**src/rtl/buff_uart_pkg.sv**
```systemverilog
// Shared UART definitions used by the buffered transmitter and receiver.
package buff_uart_pkg;

  typedef enum logic [1:0] {IDLE, START, DATA, STOP} uart_state_t;

  localparam int DEF_CLOCK_FREQ = 50_000_000;
  localparam int DEF_BAUD_RATE  = 115_200;
  localparam int DEF_WIDTH      = 8;

  function automatic int calc_ticks_per_bit(input int clock_freq, input int baud_rate);
    return clock_freq / baud_rate;
  endfunction

endpackage

```
**src/rtl/sync_fifo.sv**
```systemverilog
// Single-clock FIFO with registered count/full/empty; a write takes 1 cycle.
// Pushes into a full FIFO are dropped (and flagged) unless a pop frees the slot in the same cycle.
module sync_fifo #(
  parameter int width = 8,
  parameter int depth = 4
) (
  input  logic                     clock,
  input  logic                     resetn,
  input  logic                     push_vld_i,
  input  logic [width-1:0]         push_dat_i,
  input  logic                     pop_vld_i,
  output logic [width-1:0]         head_dat_o,
  output logic                     full_o,
  output logic                     empty_o,
  output logic [$clog2(depth):0]   count_o,
  output logic                     drop_o
);

  localparam int AW = $clog2(depth);

  logic [width-1:0] mem_q [depth];
  logic [AW-1:0]    wr_ptr_q, rd_ptr_q;
  logic [AW:0]      count_q, count_d;
  logic             full_q, empty_q;
  logic             push_ok, pop_ok;

  assign pop_ok  = pop_vld_i && !empty_q;
  assign push_ok = push_vld_i && (!full_q || pop_ok);
  assign drop_o  = push_vld_i && !push_ok;

  always_comb begin
    count_d = count_q;
    if (push_ok && !pop_ok)      count_d = count_q + 1'b1;
    else if (pop_ok && !push_ok) count_d = count_q - 1'b1;
  end

  always_ff @(posedge clock or negedge resetn) begin
    if (!resetn) begin
      wr_ptr_q <= '0;
      rd_ptr_q <= '0;
      count_q  <= '0;
      full_q   <= 1'b0;
      empty_q  <= 1'b1;
    end else begin
      if (push_ok) wr_ptr_q <= wr_ptr_q + 1'b1;
      if (pop_ok)  rd_ptr_q <= rd_ptr_q + 1'b1;
      count_q <= count_d;
      full_q  <= (count_d == (AW+1)'(depth));
      empty_q <= (count_d == '0);
    end
  end

  // Storage carries no reset; validity is tracked entirely by the pointers.
  always_ff @(posedge clock) begin
    if (push_ok) mem_q[wr_ptr_q] <= push_dat_i;
  end

  assign head_dat_o = mem_q[rd_ptr_q];
  assign full_o     = full_q;
  assign empty_o    = empty_q;
  assign count_o    = count_q;

endmodule

```
**src/rtl/buff_uart_rx.sv**
```systemverilog
// Bus-readable UART receiver: 8N1 deserialiser feeding a FIFO; pop to data_valid is 1 cycle.
// No backpressure on the line: frames arriving while the FIFO is full are dropped and flagged.
module buff_uart_rx
  import buff_uart_pkg::*;
#(
  parameter int clock_freq    = DEF_CLOCK_FREQ,
  parameter int baud_rate     = DEF_BAUD_RATE,
  parameter int width         = DEF_WIDTH,
  parameter int depth         = 4,
  parameter int address_width = 8,
  parameter int rx_address    = 'd3
) (
  input  logic                     clock,
  input  logic                     resetn,
  input  logic                     rx,
  input  logic [address_width-1:0] active_address,
  input  logic                     read_enable,
  output logic [width-1:0]         data,
  output logic                     data_valid,
  output logic                     rx_empty,
  output logic                     rx_full,
  output logic [$clog2(depth):0]   rx_count,
  output logic                     overflow,
  output logic                     framing_error,
  input  logic                     clear_errors
);

  localparam int TPB = calc_ticks_per_bit(clock_freq, baud_rate);
  localparam int TW  = $clog2(TPB);
  localparam int BW  = (width > 1) ? $clog2(width) : 1;
  localparam logic [TW-1:0] TICK_HALF = TW'(TPB/2 - 1);
  localparam logic [TW-1:0] TICK_LAST = TW'(TPB - 1);
  localparam logic [BW-1:0] BIT_LAST  = BW'(width - 1);

  logic              rx_meta_q, rx_s_q;
  uart_state_t       state_q, state_d;
  logic [TW-1:0]     tick_q, tick_d;
  logic [BW-1:0]     bit_q, bit_d;
  logic [width-1:0]  shift_q, shift_d;
  logic              push_vld, frame_err, pop_vld, drop;
  logic [width-1:0]  head_dat;
  logic [width-1:0]  data_q;
  logic              data_valid_q, overflow_q, framing_error_q;

  always_comb begin
    state_d   = state_q;
    tick_d    = tick_q;
    bit_d     = bit_q;
    shift_d   = shift_q;
    push_vld  = 1'b0;
    frame_err = 1'b0;
    case (state_q)
      IDLE: if (!rx_s_q) begin
        state_d = START;
        tick_d  = '0;
      end
      START: if (tick_q == TICK_HALF) begin
        // A line back high at mid start bit is treated as a glitch.
        if (!rx_s_q) begin
          state_d = DATA;
          tick_d  = '0;
          bit_d   = '0;
        end else begin
          state_d = IDLE;
        end
      end else tick_d = tick_q + 1'b1;
      DATA: if (tick_q == TICK_LAST) begin
        shift_d[bit_q] = rx_s_q;
        tick_d         = '0;
        if (bit_q == BIT_LAST) state_d = STOP;
        else                   bit_d   = bit_q + 1'b1;
      end else tick_d = tick_q + 1'b1;
      STOP: if (tick_q == TICK_LAST) begin
        if (rx_s_q) push_vld  = 1'b1;
        else        frame_err = 1'b1;
        state_d = IDLE;
      end else tick_d = tick_q + 1'b1;
      default: state_d = IDLE;
    endcase
  end

  assign pop_vld = read_enable && (active_address == address_width'(rx_address)) && !rx_empty;

  always_ff @(posedge clock or negedge resetn) begin
    if (!resetn) begin
      rx_meta_q       <= 1'b1;
      rx_s_q          <= 1'b1;
      state_q         <= IDLE;
      tick_q          <= '0;
      bit_q           <= '0;
      shift_q         <= '0;
      data_q          <= '0;
      data_valid_q    <= 1'b0;
      overflow_q      <= 1'b0;
      framing_error_q <= 1'b0;
    end else begin
      rx_meta_q       <= rx;
      rx_s_q          <= rx_meta_q;
      state_q         <= state_d;
      tick_q          <= tick_d;
      bit_q           <= bit_d;
      shift_q         <= shift_d;
      data_valid_q    <= pop_vld;
      if (pop_vld) data_q <= head_dat;
      overflow_q      <= (overflow_q & ~clear_errors) | drop;
      framing_error_q <= (framing_error_q & ~clear_errors) | frame_err;
    end
  end

  sync_fifo #(
    .width (width),
    .depth (depth)
  ) u_fifo (
    .clock      (clock),
    .resetn     (resetn),
    .push_vld_i (push_vld),
    .push_dat_i (shift_d),
    .pop_vld_i  (pop_vld),
    .head_dat_o (head_dat),
    .full_o     (rx_full),
    .empty_o    (rx_empty),
    .count_o    (rx_count),
    .drop_o     (drop)
  );

  assign data          = data_q;
  assign data_valid    = data_valid_q;
  assign overflow      = overflow_q;
  assign framing_error = framing_error_q;

endmodule
```
**config.mk**
```make
export PLATFORM = sky130hd
export DESIGN_NAME = buff_uart_rx
export DESIGN_NICKNAME = d
export VERILOG_FILES = /design/src/rtl/buff_uart_pkg.sv /design/src/rtl/sync_fifo.sv /design/src/rtl/buff_uart_rx.sv
export SDC_FILE = /design/constraint.sdc
export NUM_CORES = 1
export LEC_CHECK = 0
export ABC_AREA = 1
export BUFFER_PORTS_ARGS = -buffer_cell sky130_fd_sc_hd__buf_2
export CELL_PAD_IN_SITES_DETAIL_PLACEMENT = 1
export CELL_PAD_IN_SITES_GLOBAL_PLACEMENT = 2
export CORE_MARGIN = 1
export CORE_UTILIZATION = 35
export CTS_BUF_LIST = sky130_fd_sc_hd__clkbuf_4 sky130_fd_sc_hd__clkbuf_8
export CTS_CLUSTER_DIAMETER = 200
export DETAILED_ROUTE_END_ITERATION = 8
export PLACE_DENSITY_LB_ADDON = 0.25
export SKIP_LAST_GASP = 1
export SLEW_MARGIN = 20
export SYNTH_ARGS = -nofsm -noshare
export SYNTH_HDL_FRONTEND = slang
export SYNTH_HIERARCHICAL = 1
export SYNTH_SLANG_ARGS = --single-unit
export TNS_END_PERCENT = 100
```
**constraint.sdc**
```tcl
create_clock -name clock -period 3.05 [get_ports clock]
set_input_delay 0.305 -clock clock [delete_from_list [all_inputs] [get_ports clock]]
set_output_delay 0.305 -clock clock [all_outputs]
set_load 0.01 [all_outputs]
```
# [Word level (Yosys, flattened, before mapping)]
# Memories as Yosys holds them, arrays and structs flattened. A register that Yosys moved wholly into a read port is not among the register bits.
# Index checks and enable logic that the tools add are counted.
[word_totals] register_bits=36 ram_bits=32 input_bits=13 output_inout_bits=16 elab_cells=95 mem_count=1
[memory_table] name="u_fifo.mem_q" depth=4 word_bits=8 rd=1 rd_ports_with_merged_regs=1 wr=1 line_no="sync_fifo.sv:21" rtl="logic [width-1:0] mem_q [depth];"
[op_classes] n_addsub=6 n_lt_le_gt_ge=2 eq_ne=16 mux=32 bitwise=5 n_reduce_logical=19
[ops] op="two-way mux 9 bit" count=4
[ops] op="case mux 9 bit (4 select lines)" count=1
[ops] op="two-way mux 3 bit" count=6
[ops] op="two-way mux 8 bit" count=2
[ops] op="inequality test 2 bit, second input constant" count=8
[ops] op="two-way mux 2 bit" count=6
[ops] op="AND reduction 5 bit" count=2
[ops] op="adder 9 x 1 -> 9 bit, second input constant" count=1
[ops] op="equality test 9 x 8 -> 1 bit, second input constant" count=1
[ops] op="equality test 9 bit, second input constant" count=1
[ops] op="two-way mux 1 bit" count=9
[ops] op="bitwise mux 8 bit" count=1
[ops] op="equality test 8 x 2 -> 1 bit, second input constant" count=1
[ops] op="logical AND 1 bit" count=8
[ops] op="case mux 2 bit (4 select lines)" count=1
[ops] op="adder 3 x 1 -> 3 bit, second input constant" count=2
[ops] op="equality test 3 bit, second input constant" count=2
[ops] op="case mux 3 bit (2 select lines)" count=1
[ops] op="zero test 1 bit" count=5
[ops] op="adder 2 x 1 -> 2 bit, second input constant" count=2
[ops] op="equality test 2 bit, second input constant" count=2
[ops] op="< comparator 3 x 4 -> 1 bit, second input constant" count=1
[ops] op="demux 1 bit (select 3 bit)" count=1
[ops] op="greater-or-equal comparator 3 x 1 -> 1 bit, second input constant" count=1
[ops] op="9 further kinds" count=11

# [Longest topological paths before layout]
[logic_depth] depth_word=11 mapped_depth=14 mapped_depth_nobuf=14

# [By module]
# The synthesis kept the hierarchy.
[by_module_without_submodules] mod="buff_uart_rx" n_inst=1 cells_each=238 area_each_um2=1909.3 seq_area_each_um2=878.3
[by_module_without_submodules] mod="sync_fifo" n_inst=1 cells_each=148 area_each_um2=1754.2 seq_area_each_um2=1187.4

# [Worst setup path after synthesis]
# No wires, ideal clock.
[synth_timing] path_type="reg2reg" startpoint="register tick_q[1]" endpoint="memory u_fifo.mem_q[0][0] (enable)" setup_time_ns=0.371 arrival_time_ns=1.840 required_ns=2.679 setup_slack_ns=0.840 path_stages_with_launch=9 path_buffers=0 synth_period_minus_slack_ns=2.210 cell_sequence="dfrtp_1 inv_1 ha_1 nand2_1 nor3_1 nand3_2 nor2_1 nand2_1 nor2_1"
[synth_via] elab_chain_cells=6
[synth_lines] item="start: declaration" line_no="buff_uart_rx.sv:37" rtl="logic [TW-1:0] tick_q, tick_d;"
[synth_lines] item="start signal: assignment" line_no="buff_uart_rx.sv:100" rtl="tick_q <= tick_d;"
[synth_lines] item="equality test 9 bit" line_no="buff_uart_rx.sv:73" rtl="STOP: if (tick_q == TICK_LAST) begin"
[synth_lines] item="two-way mux 1 bit" line_no="buff_uart_rx.sv:73"
[synth_lines] item="two-way mux 1 bit" line_no="buff_uart_rx.sv:52" rtl="case (state_q)"
[synth_lines] item="named net push_vld" line_no="buff_uart_rx.sv:40" rtl="logic push_vld, frame_err, pop_vld, drop;"
[synth_lines] item="logical AND 1 bit" line_no="sync_fifo.sv:28" rtl="assign push_ok = push_vld_i && (!full_q || pop_ok);"
[synth_lines] item="two-way mux 1 bit" line_no="sync_fifo.sv:55" rtl="if (push_ok) mem_q[wr_ptr_q] <= push_dat_i;"
[synth_lines] item="two-way mux 1 bit (implied by the code)" line_no="sync_fifo.sv:55"
[synth_lines] item="end: declaration" line_no="sync_fifo.sv:21"
# The timed path passes the listed nets, and every way through them passes these cells.

# [Final worst setup path]
[layout_timing] startpoint="register tick_q[1]" endpoint="memory u_fifo.mem_q[1][6] (enable)"
# The elaborated chain is that of the path after synthesis.

==> flow_metrics.env <==
export IMPL_cts_sinks=76
export IMPL_grt_max_degree=28
export IMPL_routed_wl_mm=7.77
export IMPL_cts_tree="done"
export IMPL_yosysTopAreaCell="dfrtp_1"
export IMPL_synth_edff_count=32
export IMPL_postCtsResizedCells=0
export IMPL_clock_path_buffers=2
export IMPL_crit_chain="inv_1 > ha_1 > nand2_1 > nor3_1 > nand3_2 > nor2_1 > nand2_1 > nor2_1"
export IMPL_via_per_inst=4.60
export IMPL_cp_max_fo=8
export IMPL_cp_arrival_ns=2.59
export IMPL_synth_top_cell_area_share_pct=28.0
export IMPL_fmax_mhz=382
export IMPL_cp_slowest_stage_delay_ns=0.60
export IMPL_final_cell_mix="nand2_1 (94), nor2_1 (44), inv_1 (43)"
export IMPL_synth_cell_types=36
export IMPL_antenna_left=0
export IMPL_rr_worst_depth=8
export IMPL_antenna_cells=0
export IMPL_criticalPathCategory="reg2reg"
export IMPL_worst_ep_required_time_ns=3.02
export IMPL_root_buffer="clkbuf_8"
export IMPL_ys_seq_area_share_pct=56.4
export IMPL_cts_buffers=9
export IMPL_final_setup_viol_count=0
export IMPL_min_period_over_period_pct=85.9
export IMPL_hold_viol_final=5
export IMPL_leakagePower_nw=2.13
export IMPL_first_global_vias=2758
export IMPL_ys_seq_elements=76
export IMPL_holdWs_ns=-0.00549
export IMPL_skew_ns=0.0187
export IMPL_slew_headroom_pct=52.9
export IMPL_syn_num_nets=410
export IMPL_gr_total_overflow=0
export IMPL_dr_pass1_iters=4
export IMPL_worstMarginPinSlew_ns=0.704
export IMPL_busiest_layer="met2"
export IMPL_crit_buf_inv=1
export IMPL_cpLargestDelayFamily="simple AND/OR/NAND/NOR gates"
export IMPL_dieArea_um2=10900
export IMPL_slowest_stage="nor2_1"
export IMPL_htree_levels=3
export IMPL_grt_use_met3_pct=4.20
export IMPL_area_growth_syn_to_layout_pct=14.2
export IMPL_clk_insertion_delay_late_ns=0.36
export IMPL_final_common_cell="nand2_1"
export IMPL_drc=0
export IMPL_use_met1_pct=17.7
export IMPL_netlist_area_um2=3660
export IMPL_power_density_nw_per_um2=448
export IMPL_drt_iter0_drc=63
export IMPL_layout_drive_gt1_share_pct=20.6
export IMPL_dp_cells=547
export IMPL_syn_avg_cell_area_um2=9.49
export IMPL_grt_pass1_wl_mm=13.1
export IMPL_grt_met2_usage_pct=27.8
export IMPL_hold_path_class="in2async"
export IMPL_gp_congestion=0.748
export IMPL_status="finished, violations left"
export IMPL_tns_ns=0
export IMPL_ioPinCount=29
export IMPL_wl_per_cell_um=13.8
export IMPL_antenna_found_initial=0
export IMPL_core_area_um2=9950
export IMPL_start_kind="flop"
export IMPL_fin_crit_ns=2.62
export IMPL_path_clk_slew_ns=0.09
export IMPL_cp_depth=8
export IMPL_ir_worst_vdd_mv=0.193
export IMPL_via_count=2597
export IMPL_fin_cells=564
export IMPL_nets=450
export IMPL_finalMaxSlewViolations=0
export IMPL_violations="negative hold slack"
export IMPL_die_height_um=104
export IMPL_placement_io_buffers=28
export IMPL_ys_async_sr_fraction_pct=57.9
export IMPL_synth_top_cells_by_area="dfrtp_1 (28%), edfxtp_1 (26%), nand2_1 (9.6%)"
export IMPL_grt_use_total_pct=15.5
export IMPL_end_kind="flop"
export IMPL_synth_ff_type="dfrtp_1"
export IMPL_rsz0062_at_grt="false"
export IMPL_die_x_um=104
export IMPL_dpl_hpwl_mm=5.77
export IMPL_cap_violations=0
export IMPL_postSynthCellCount=386
export IMPL_row_count=36
export IMPL_start_util_pct=36.8
export IMPL_ys_warnings_count=6
==> synthesized netlist by cell type, types with 2 or more instances <==
master	number
nor2_1	44
nand2_4	4
nor2_4	4
a21o_1	6
o22ai_1	9
dfstp_2	3
nand2_2	12
edfxtp_1	32
a21oi_1	4
dfrtp_1	41
xor2_1	7
nand3_1	21
buf_6	2
nor3_2	2
nand2_1	94
inv_2	4
nor3_1	3
o21ai_0	19
clkbuf_1	2
nand3_2	2
inv_1	43
ha_1	11
o21ai_1	3
nor2_2	2
==> flip-flops by register name, summed over array words and instances, names as in the netlist, named ones only <==
| name | cells |
|---|---|
| u_fifo/wr_ptr_q | 2 |
| state_q | 1 |
| u_fifo/mem_q | 32 |
| shift_q | 8 |
| framing_error | 1 |
| u_fifo/empty_o | 1 |
| bit_q | 3 |
| data_valid | 1 |
| u_fifo/rd_ptr_q | 2 |
| u_fifo/full_o | 1 |
| tick_q | 9 |
| u_fifo/count_o | 3 |
| data | 8 |
| rx_meta_q | 1 |
| rx_s_q | 1 |
| overflow | 1 |
==> cells by family after synthesis <==
group / synth area share, %
flops: 56.4
xor+xnor: 1.91
simple gates: 24.5
buf+inv: 6.32
compound gates: 7.10
fa+ha+maj: 3.76
==> worst reg2reg max path, cell delays in order (launching register included) <==
cell     delay (ns)
dfrtp_1        0.42
inv_1          0.09
ha_1           0.16
nand2_1        0.06
nor3_1         0.17
nand3_2        0.14
nor2_1         0.35
nand2_1        0.25
nor2_1         0.60
==> through the flow <==
stage	util [%]	hold slack (ns)	cell area, um2	setup WS (ns)	power [W]
after floorplan	-	0.00941	3660	0.840	0.00109
after global placement	39.9	0.347	3970	0.530	0.00111
after detailed placement	39.9	0.347	3970	0.440	0.00111
after CTS	41.9	0.00948	4180	0.404	0.00190
after global routing	42.0	0.0246	4190	0.225	0.00194
final	42.0	-0.00549	4190	0.431	0.00188
==> what timing repair did <==
item                                    in CTS  in global routing
endpoints found under the setup margin       0                  0
setup buffers                                0                  0
endpoints found under the hold margin        0                  1
hold buffers                                 0                  1
==> final timing paths <==
check	from	endpoint	slack (ns)
worst max-delay path	tick_q[1]	u_fifo/mem_q[1][6]	0.43
worst min-delay path	resetn	data[3]	-0.005
worst max register to register	tick_q[1]	u_fifo/mem_q[1][6]	0.43
worst min register to register	rx_meta_q	rx_s_q	0.36
max in group asynchronous	resetn	u_fifo/empty_o	2.29
min in group clock	clear_errors	overflow	0.15
==> layout make-up <==
class                   count  area [um2]
inverters                  49         189
well taps                 133         166
clock inverters             6        71.3
flip-flops and latches     76        2070
clock buffers              10         131
fillers                  1184        5770
repair buffers             35         195
multi-input cells         255        1370
==> metal layers <==
metal / part of all wire [%] / routed length [um]
met5: 0 / 0
met4: 1.6 / 126
met3: 2.1 / 165
met2: 52 / 4010
met1: 45 / 3470
==> report_power, final <==
| group | switching (W) | leakage (nW) | internal, W |
|---|---|---|---|
| Clock | 0.000392 | 0.0969 | 0.000394 |
| Sequential | 0.00000134 | 0.952 | 0.00106 |
| Combinational | 0.0000192 | 1.08 | 0.00000850 |
| Total | 0.000413 | 2.13 | 0.00146 |
(Power assumes the default switching activity.)
